--- config.mk ---
export PLATFORM = sky130hd
export DESIGN_NAME = weight_pattern_gen
export DESIGN_NICKNAME = d
export VERILOG_FILES = /design/src/rtl/weight_gen_pkg.sv /design/src/rtl/next_comb.sv /design/src/rtl/weight_pattern_gen.sv
export SDC_FILE = /design/constraint.sdc
export NUM_CORES = 1
export LEC_CHECK = 0
export ABC_CLOCK_PERIOD_IN_PS = 4050
export CAP_MARGIN = 40
export CORE_ASPECT_RATIO = 0.9
export CORE_MARGIN = 4
export CORE_UTILIZATION = 55
export DETAILED_ROUTE_END_ITERATION = 10
export HOLD_SLACK_MARGIN = 0.02
export PLACE_DENSITY = 0.77
export REMOVE_ABC_BUFFERS = 1
export SLEW_MARGIN = 20
export SYNTH_ARGS = -nofsm -noshare
export SYNTH_HDL_FRONTEND = slang
export SYNTH_SLANG_ARGS = --single-unit
--- constraint.sdc ---
create_clock -name clk -period 4.05 [get_ports clk]
set_input_delay 0.405 -clock clk [delete_from_list [all_inputs] [get_ports clk]]
set_output_delay 0.405 -clock clk [all_outputs]
set_load 0.1 [all_outputs]
--- src/rtl/weight_gen_pkg.sv ---
// Shared definitions for the weight pattern generator.
//   WIDTH      : default output word width in bits
//   WW         : default weight field width, wide enough to hold 0..WIDTH
//   IDLE/EMIT/DONE : controller state encoding
package weight_gen_pkg;

  localparam int WIDTH = 16;
  localparam int WW    = $clog2(WIDTH + 1);

  localparam logic [1:0] IDLE = 2'd0;
  localparam logic [1:0] EMIT = 2'd1;
  localparam logic [1:0] DONE = 2'd2;

endpackage

--- src/rtl/next_comb.sv ---
// Combinational Gosper step: returns the next larger integer with the same
// popcount as x.
//   x    : current word (WIDTH bits)
//   next : next word of equal popcount (WIDTH bits); meaningless once x is
//          the MSB-packed word, which the controller never advances past
module next_comb #(
  parameter int WIDTH = weight_gen_pkg::WIDTH
) (
  input  logic [WIDTH-1:0] x,
  output logic [WIDTH-1:0] next
);

  logic [WIDTH-1:0] lowbit_s;
  logic [WIDTH-1:0] ripple_s;

  // Index of the lowest set bit; zero input yields zero.
  function automatic int ctz(input logic [WIDTH-1:0] v);
    int n;
    n = 0;
    for (int i = WIDTH - 1; i >= 0; i--) begin
      if (v[i]) begin
        n = i;
      end else begin
        n = n;
      end
    end
    return n;
  endfunction

  // Isolate the lowest one, ripple it upward, then refill the low ones.
  always_comb begin
    lowbit_s = x & ((~x) + {{(WIDTH-1){1'b0}}, 1'b1});
    ripple_s = x + lowbit_s;
    next     = (((ripple_s ^ x) >> 2) >> ctz(lowbit_s)) | ripple_s;
  end

endmodule

--- src/rtl/weight_pattern_gen.sv ---
// Enumerates every WIDTH-bit word with exactly k ones in increasing order.
//   clk, rst_n         : clock and synchronous active-low reset
//   req_valid/ready    : request handshake, req_weight carries k
//   abort              : terminates the enumeration in progress
//   out_valid/ready    : output handshake for out_word/out_last
//   out_count          : words transferred in the current or last enumeration
//   err                : one-cycle pulse when k exceeds WIDTH
module weight_pattern_gen #(
  parameter int WIDTH = weight_gen_pkg::WIDTH,
  parameter int WW    = $clog2(WIDTH + 1)
) (
  input  logic             clk,
  input  logic             rst_n,
  input  logic             req_valid,
  output logic             req_ready,
  input  logic [WW-1:0]    req_weight,
  input  logic             abort,
  output logic             out_valid,
  input  logic             out_ready,
  output logic [WIDTH-1:0] out_word,
  output logic             out_last,
  output logic [15:0]      out_count,
  output logic             err
);

  import weight_gen_pkg::*;

  logic [1:0]       state_r, state_s;
  logic [WW-1:0]    k_r, k_s;
  logic [WIDTH-1:0] word_r, word_s;
  logic             last_r, last_s;
  logic [15:0]      count_r, count_s;
  logic             valid_r, valid_s;
  logic             ready_r, ready_s;
  logic             err_r, err_s;
  logic [WIDTH-1:0] next_word_s;
  logic             xfer_s;

  // k ones packed at the LSB end: the first word of an enumeration.
  function automatic logic [WIDTH-1:0] ones_low(input logic [WW-1:0] kk);
    logic [WIDTH-1:0] all_v;
    all_v = '1;
    return ~(all_v << kk);
  endfunction

  // k ones packed at the MSB end: the final word of an enumeration.
  function automatic logic [WIDTH-1:0] ones_high(input logic [WW-1:0] kk);
    logic [WIDTH-1:0] all_v;
    all_v = '1;
    return all_v << (WIDTH - int'(kk));
  endfunction

  next_comb #(.WIDTH(WIDTH)) u_next (
    .x    (word_r),
    .next (next_word_s)
  );

  // Transfer qualifier for the output handshake.
  always_comb begin
    xfer_s = valid_r && out_ready;
  end

  // Next-state and next-output computation; abort outranks any transfer.
  always_comb begin
    state_s = state_r;
    k_s     = k_r;
    word_s  = word_r;
    last_s  = last_r;
    count_s = count_r;
    valid_s = valid_r;
    ready_s = ready_r;
    err_s   = 1'b0;
    case (state_r)
      IDLE: begin
        if (req_valid && ready_r) begin
          if (int'(req_weight) <= WIDTH) begin
            state_s = EMIT;
            k_s     = req_weight;
            word_s  = ones_low(req_weight);
            last_s  = (ones_low(req_weight) == ones_high(req_weight));
            count_s = 16'd0;
            valid_s = 1'b1;
            ready_s = 1'b0;
          end else begin
            err_s = 1'b1;
          end
        end else begin
          state_s = IDLE;
        end
      end
      EMIT: begin
        // A transfer coinciding with abort still counts.
        if (xfer_s) begin
          count_s = count_r + 16'd1;
        end else begin
          count_s = count_r;
        end
        if (abort) begin
          state_s = IDLE;
          valid_s = 1'b0;
          ready_s = 1'b1;
        end else if (xfer_s) begin
          if (last_r) begin
            state_s = DONE;
            valid_s = 1'b0;
          end else begin
            word_s = next_word_s;
            last_s = (next_word_s == ones_high(k_r));
          end
        end else begin
          state_s = EMIT;
        end
      end
      DONE: begin
        state_s = IDLE;
        ready_s = 1'b1;
      end
      default: begin
        state_s = IDLE;
        valid_s = 1'b0;
        ready_s = 1'b1;
      end
    endcase
  end

  // State and output registers with synchronous reset.
  always_ff @(posedge clk) begin
    if (!rst_n) begin
      state_r <= IDLE;
      k_r     <= {WW{1'b0}};
      word_r  <= {WIDTH{1'b0}};
      last_r  <= 1'b0;
      count_r <= 16'd0;
      valid_r <= 1'b0;
      ready_r <= 1'b1;
      err_r   <= 1'b0;
    end else begin
      state_r <= state_s;
      k_r     <= k_s;
      word_r  <= word_s;
      last_r  <= last_s;
      count_r <= count_s;
      valid_r <= valid_s;
      ready_r <= ready_s;
      err_r   <= err_s;
    end
  end

  assign req_ready = ready_r;
  assign out_valid = valid_r;
  assign out_word  = word_r;
  assign out_last  = last_r;
  assign out_count = count_r;
  assign err       = err_r;

endmodule

Yosys cells after proc, flatten, opt, wreduce, memory -nomap -nowiden
Index checks and enable logic that the tools add are counted.
Widths: inputs -> output; s select.
{"block": "totals", "register_bits": 43, "latchBits": 0, "mem_bits_rw": 0, "rom_bits": 0, "inputBits": 10, "output_inout_bits": 36, "elab_cells": 99, "n_memories": 0}
{"block": "classes", "add_sub_neg": 5, "n_mul": 0, "n_div": 0, "magnitude_cmp": 1, "n_eq_ne": 14, "n_shift": 4, "n_mux": 49, "bitwise": 6, "reduce_logical": 12}
{"cell": "$mux 32", "n": 15}
{"cell": "$mux 16", "n": 8}
{"cell": "$pmux 16 s2", "n": 2}
{"cell": "$shl 16x32->16 const A", "n": 2}
{"cell": "$add 16x1->16 const B", "n": 2}
{"cell": "$eq 16x16->1", "n": 2}
{"cell": "$not 16->16", "n": 2}
{"cell": "$shr 14x32->16", "n": 1}
{"cell": "$add 16x16->16", "n": 1}
{"cell": "$and 16x16->16", "n": 1}
{"cell": "$or 16x16->16", "n": 1}
{"cell": "$shl 16x5->16 const A", "n": 1}
{"cell": "$xor 16x16->16", "n": 1}
{"cell": "$mux 1", "n": 14}
{"cell": "$ne 2x2->1 const B", "n": 6}
{"cell": "$sub 5x5->6 const A", "n": 2}
{"cell": "$mux 2", "n": 5}
{"cell": "$reduce_and 5->1", "n": 2}
{"cell": "$ne 3x3->1 const B", "n": 3}
{"cell": "$reduce_and 3->1", "n": 3}
{"cell": "$reduce_and 6->1", "n": 1}
{"cell": "$le 5x5->1 const B", "n": 1}
{"cell": "$mux 4", "n": 1}
{"cell": "$ne 4x4->1 const B", "n": 1}
{"cell": "other kinds (11)", "n": 13}

Logic depth before layout (Yosys ltp)
{"block": "depth", "ltp_word": 26, "depth_mapped": 16, "depth_no_buf": 15}

Cells and area by module
A second synthesis with hierarchy kept.
{"block": "unflattened", "cells_unflattened": 668, "hier_area_um2": 4539.4}
{"module": "weight_pattern_gen", "n_inst": 1, "cells_per_inst": 431, "area_each_um2": 3075.4, "seq_area_each_um2": 860.8}
{"module": "next_comb", "n_inst": 1, "cells_per_inst": 237, "area_each_um2": 1463.9, "seq_area_each_um2": 0.0}

Worst setup path before layout
Ideal clock, no wire load.
{"block": "synth_timing", "path_kind": "flip-flop to flip-flop", "from": "register word_r[4] (netlist: out_word[4])", "to": "register last_r (netlist: out_last)", "setup_ns": 0.084, "arrival_time_ns": 3.768, "required_ns": 3.966, "path_slack_ns": 0.198, "stages_incl_launch_ff": 13, "n_path_buf": 1, "period_less_slack_ns": 3.852, "path_cell_list": "dfxtp_1 clkbuf_1 and4_1 a31oi_1 or3_1 and3_1 mux2_2 mux2i_1 a211o_1 mux2_1 nor4_1 nand4_1 o31ai_2"}
{"block": "synth_via", "elab_chain_cells": 26, "elab_cells_between_ends": 28, "classes_between": "add/sub (2); eq/ne (1); shift (1); mux (20); bitwise (4)"}
{"item": "start, declared", "line_no": "weight_pattern_gen.sv:30", "source": "logic [WIDTH-1:0] word_r, word_s;"}
{"item": "start signal, assigned", "line_no": "weight_pattern_gen.sv:131", "source": "word_r <= {WIDTH{1'b0}};"}
{"item": "start signal, assigned", "line_no": "weight_pattern_gen.sv:140", "source": "word_r <= word_s;"}
{"item": "$not 16->16", "line_no": "next_comb.sv:32", "source": "lowbit_s = x & ((~x) + {{(WIDTH-1){1'b0}}, 1'b1});"}
{"item": "$add 16x1->16", "line_no": "next_comb.sv:32"}
{"item": "$and 16x16->16", "line_no": "next_comb.sv:32"}
{"item": "$mux 4", "line_no": "next_comb.sv:21", "source": "if (v[i]) begin"}
{"item": "$mux 32 (15 in a row)", "line_no": "next_comb.sv:21"}
{"item": "$shr 14x32->16", "line_no": "next_comb.sv:34", "source": "next = (((ripple_s ^ x) >> 2) >> ctz(lowbit_s)) | ripple_s;"}
{"item": "$or 16x16->16 *", "line_no": "next_comb.sv:34"}
{"item": "$eq 16x16->1 *", "line_no": "weight_pattern_gen.sv:108", "source": "last_s = (next_word_s == ones_high(k_r));"}
{"item": "$mux 1 *", "line_no": "weight_pattern_gen.sv:103", "source": "if (last_r) begin"}
{"item": "$mux 1 *", "line_no": "weight_pattern_gen.sv:102", "source": "end else if (xfer_s) begin"}
{"item": "$mux 1 *", "line_no": "weight_pattern_gen.sv:98", "source": "if (abort) begin"}
{"item": "$pmux 1 s2 *", "line_no": "weight_pattern_gen.sv:73", "source": "case (state_r)"}
{"item": "end signal, assigned", "line_no": "weight_pattern_gen.sv:141", "source": "last_r <= last_s;"}
{"item": "end, declared", "line_no": "weight_pattern_gen.sv:31", "source": "logic last_r, last_s;"}
Every way passes the cells marked *; elsewhere a longest branch is shown, timed or not. The select of a mux whose other input is x is not followed.
A chain may end at the register's enable or synchronous reset.

Final worst setup path
{"block": "layout_timing", "from": "register word_r[1] (netlist: out_word[1])", "to": "register last_r (netlist: out_last)"}
Same word-level chain as after synthesis.

==> summary.md <==
| Metric | Value |
|---|---|
| CTS HTree Levels | `2` |
| GR Overflow Total | `0` |
| Rel. slew slack | `0.539` |
| WL final | `18600 um` |
| Buffers on Ports | `45` |
| Actual slew at the worst max-slew pin | `around 690 ps` |
| Worst-case clock buffer depth | `2` |
| FFs w/ async S/R, synth | `0` |
| Data required time of the worst path | `around 4300 ps` |
| Launching element type of the critical path | `register` |
| Count of unresolved DRC violations after routing | `0` |
| Sink of the worst hold path | `out_word[0]` |
| Clock latency on the worst-skew pair | `about 300 ps` |
| Nets | `slightly above 800` |
| DRC violation total after the first TritonRoute iteration | `between 700 and 800` |
| Reg2Reg Capture Point | `out_last` |
| Routed via count | `6184` |
| Vert. Die Dim | `96.9 um` |
| Worst clock skew on the final layout | `between 9 and 10 ps` |
| Number of synthesized flops with an enable pin | `0` |
| Die area | `roughly 10000 um^2` |
| Cell depth of the worst flop-to-flop path | `12` |
| Netlist cell types | `79` |
| Post-place setup slack | `-66.1 ps` |
| Hold Startpoint | `out_word[0]` |
| Number of filler cells placed in the layout | `about 650` |
| Number of routed nets with antenna violations | `0` |
| Sequential Area | `between 800 and 900 um^2` |
| Minimum clock period | `3800 ps` |
| Core footprint | `8570 um^2` |
| First-pass GRT wire length | `a little under 30000 um` |
| Maximum number of pins on one net before global-route repair | `30` |
| Flop and latch count out of synthesis | `43` |
| Number of rows in the core area | `32` |
| Count of TritonRoute iterations in the first routing pass | `9` |
| Via count of the first global-routing pass | `between 5k and 6k` |
| Total number of yosys warnings | `0` |
| Min-delay worst type | `register to register` |
| GRT Util Overall | `0.347` |
| Combined area of all synthesized cells | `4830 um^2` |
| Width of the die | `107 um` |
| Nature of the critical path endpoint | `register` |
| I/O pin count | `46` |
| Achievable Freq | `approximately 260 MHz` |
| Final number of hold-violating endpoints | `0` |
| Max cap viols | `0` |
| Post-DR vias/cell | `approximately 6.7` |
| Clock Pin Slew Worst Setup and Hold Paths | `90 ps` |
| Half-perimeter wire length after detailed placement | `between 10000 and 15000 um` |
| VDD IR-drop max | `roughly 0.00018 V` |
| Synth-to-layout area growth | `30.9%` |
| Count of endpoints failing setup in the final report | `0` |
| Worst-case setup margin in the final layout | `251 ps` |
| Effective utilization at floorplan | `0.564` |
| Hold Crit Depth | `2` |
| Num CTS Buffers | `5` |
| CTS tree | `built` |
| Worst reg2reg startpoint | `out_word[1]` |
| Max-slew violation count | `0` |
| Postcts setup bufs | `0` |
| Average wire length per cell after detail routing | `between 20 and 25 um` |
| Sequential-to-total area share from yosys stat | `0.178` |
| Result of the run | `completed` |
| Area of the multi-input gates | `3730 um^2` |
| Mean Syn Cell Area | `a little under 7 um^2` |
| Post-route fraction of the period consumed by the critical path | `0.938` |
| Mapped Cells | `approximately 700` |
| Cell chosen for the clock root | `sky130_fd_sc_hd__clkbuf_8` |
| Diode count | `0` |
| Initial antenna violation count | `0` |
| Flip-flop cell with the highest count after synthesis | `sky130_fd_sc_hd__dfxtp_1` |
| Critical-path maximum fanout | `14` |
| Post-layout power | `2050 uW` |
| Final Wtd Congestion | `between 0.9 and 1` |
| Setup repair after global routing missed its margin | `false` |
| Leakage dissipation | `about 0.0024 uW` |
| R2R Setup Slk | `between 200 and 300 ps` |
| Data arrival, critical path | `about 4000 ps` |
| Worst Setup Path Type | `register to register` |
| Sum of negative setup slack | `0 ps` |
| Power per standard cell area | `~320 nW/um^2` |
| Number of clock sinks seen by CTS | `between 40 and 50` |
| Share of layout cells above drive strength 1 | `0.171` |
how the worst max path moves through the flow:
stage,from,end,depth (start not counted)
after floorplan,out_word[10],out_last,10
after global placement,req_weight[0],out_last,17
after detailed placement,req_weight[0],out_last,17
after CTS,req_weight[0],out_last,17
after global routing,out_word[1],out_last,12
final,out_word[1],out_last,12
power by group:
group	total (uW)	switching (uW)	internal [uW]	leakage, uW
clock network	284	163	121	0.0000412
logic	1300	809	487	0.00205
registers	473	31.5	442	0.000350
cell type report:
type,instances,share of cell area
clock buffer,6,0.0115
clock inverter,2,0.00198
inverter,18,0.0107
multi-input combinational,593,0.591
sequential,43,0.136
tap,119,0.0235
timing repair buffer,137,0.226
state kept, by name, indices dropped and copies added, names as in the netlist:
signal	cells
out_valid	1
req_ready	1
out_last	1
state_r	2
k_r	5
out_count	16
err	1
out_word	16
metrics by stage:
step                      instance area, um^2   util  hold slack [ps]  std cells
after floorplan                          4630      -              458        654
after global placement                   5640  0.658              463        872
after detailed placement                 6200  0.723              476        909
after CTS                                6280  0.733              487        917
after global routing                     6320  0.738              524        918
final                                    6320  0.738              486        918
worst max-delay path: stages (launching register included):
cell and delay (ps):
sky130_fd_sc_hd__dfxtp_1 330, sky130_fd_sc_hd__buf_4 190, sky130_fd_sc_hd__or2_2 310, sky130_fd_sc_hd__or4_1 560, sky130_fd_sc_hd__a311oi_2 480, sky130_fd_sc_hd__o21ai_1 230, sky130_fd_sc_hd__a32o_1 350, sky130_fd_sc_hd__nor3_1 150
sky130_fd_sc_hd__a211o_1 160, sky130_fd_sc_hd__mux2_1 320, sky130_fd_sc_hd__nor4_1 220, sky130_fd_sc_hd__nand4_1 150, sky130_fd_sc_hd__o31ai_2 240
routing by layer:
metal  vias to the layer above  GRT usage  share of wire
met2                       393      0.529           0.44
met5                         -          0              0
met3                        72     0.0821           0.10
met4                         0     0.0826          0.032
li1                       2799          -              -
met1                      2920      0.493           0.42
cells by family after synthesis:
group,Yosys count,synth area share
mux,23,0.0505
buf+inv,68,0.0557
flops,43,0.178
fa+ha+maj,7,0.0181
simple gates,329,0.352
xor+xnor,19,0.0344
compound gates,215,0.311
cells in the final DEF (no fill, tap or decap), types with 4 or more instances in the layout:
cell                              instances
sky130_fd_sc_hd__a211oi_1                 8
sky130_fd_sc_hd__a21boi_0                15
sky130_fd_sc_hd__a21o_1                   9
sky130_fd_sc_hd__a21oi_1                 45
sky130_fd_sc_hd__a311oi_1                 4
sky130_fd_sc_hd__a31oi_1                 15
sky130_fd_sc_hd__and2_1                   4
sky130_fd_sc_hd__and3_1                  11
sky130_fd_sc_hd__and4_1                   4
sky130_fd_sc_hd__buf_4                   55
sky130_fd_sc_hd__buf_8                   35
sky130_fd_sc_hd__clkbuf_8                 5
sky130_fd_sc_hd__clkdlybuf4s50_1         45
sky130_fd_sc_hd__dfxtp_1                 43
sky130_fd_sc_hd__ha_1                     6
sky130_fd_sc_hd__inv_1                   18
sky130_fd_sc_hd__mux2_2                   6
sky130_fd_sc_hd__mux2i_1                 15
sky130_fd_sc_hd__nand2_1                 79
sky130_fd_sc_hd__nand2b_1                14
sky130_fd_sc_hd__nand3_1                 26
sky130_fd_sc_hd__nand4_1                 14
sky130_fd_sc_hd__nor2_1                  72
sky130_fd_sc_hd__nor2b_1                 15
sky130_fd_sc_hd__nor3_1                  30
sky130_fd_sc_hd__nor3b_1                  6
sky130_fd_sc_hd__nor4_1                  12
sky130_fd_sc_hd__o211ai_1                13
sky130_fd_sc_hd__o21a_1                   4
sky130_fd_sc_hd__o21ai_0                 39
sky130_fd_sc_hd__o22ai_1                  4
sky130_fd_sc_hd__o31ai_1                  5
sky130_fd_sc_hd__or2_2                   12
sky130_fd_sc_hd__or3_1                   10
sky130_fd_sc_hd__or4_1                    4
sky130_fd_sc_hd__xnor2_1                  7
sky130_fd_sc_hd__xor2_1                  12
synth_stat cells (4+ instances only):
library cell | number | share of area
sky130_fd_sc_hd__a211oi_1 | 8 | 0.012
sky130_fd_sc_hd__a21boi_0 | 15 | 0.023
sky130_fd_sc_hd__a21o_1 | 9 | 0.014
sky130_fd_sc_hd__a21oi_1 | 45 | 0.047
sky130_fd_sc_hd__a311oi_1 | 4 | 0.0072
sky130_fd_sc_hd__a31oi_1 | 15 | 0.019
sky130_fd_sc_hd__and2_1 | 4 | 0.0052
sky130_fd_sc_hd__and3_1 | 11 | 0.014
sky130_fd_sc_hd__and4_1 | 4 | 0.0072
sky130_fd_sc_hd__buf_2 | 11 | 0.011
sky130_fd_sc_hd__clkbuf_1 | 36 | 0.028
sky130_fd_sc_hd__dfxtp_1 | 43 | 0.18
sky130_fd_sc_hd__ha_1 | 7 | 0.018
sky130_fd_sc_hd__inv_1 | 18 | 0.014
sky130_fd_sc_hd__mux2_2 | 6 | 0.014
sky130_fd_sc_hd__mux2i_1 | 15 | 0.031
sky130_fd_sc_hd__nand2_1 | 79 | 0.061
sky130_fd_sc_hd__nand2b_1 | 14 | 0.018
sky130_fd_sc_hd__nand3_1 | 26 | 0.027
sky130_fd_sc_hd__nand4_1 | 14 | 0.018
sky130_fd_sc_hd__nor2_1 | 72 | 0.056
sky130_fd_sc_hd__nor2b_1 | 15 | 0.019
sky130_fd_sc_hd__nor3_1 | 30 | 0.031
sky130_fd_sc_hd__nor3b_1 | 7 | 0.011
sky130_fd_sc_hd__nor4_1 | 13 | 0.017
sky130_fd_sc_hd__o211ai_1 | 13 | 0.020
sky130_fd_sc_hd__o21a_1 | 4 | 0.0062
sky130_fd_sc_hd__o21ai_0 | 39 | 0.040
sky130_fd_sc_hd__o22ai_1 | 4 | 0.0052
sky130_fd_sc_hd__o31ai_1 | 5 | 0.0078
sky130_fd_sc_hd__or2_2 | 12 | 0.016
sky130_fd_sc_hd__or3_1 | 10 | 0.013
sky130_fd_sc_hd__or4_1 | 4 | 0.0062
sky130_fd_sc_hd__xnor2_1 | 7 | 0.013
sky130_fd_sc_hd__xor2_1 | 12 | 0.022
repair_timing:
item / 4_1_cts / 5_1_grt
hold buffers: 0 / 0
resized for setup: 0 / 4
endpoints found under the setup margin: 0 / 1
Power figures use the tool's default switching activity.
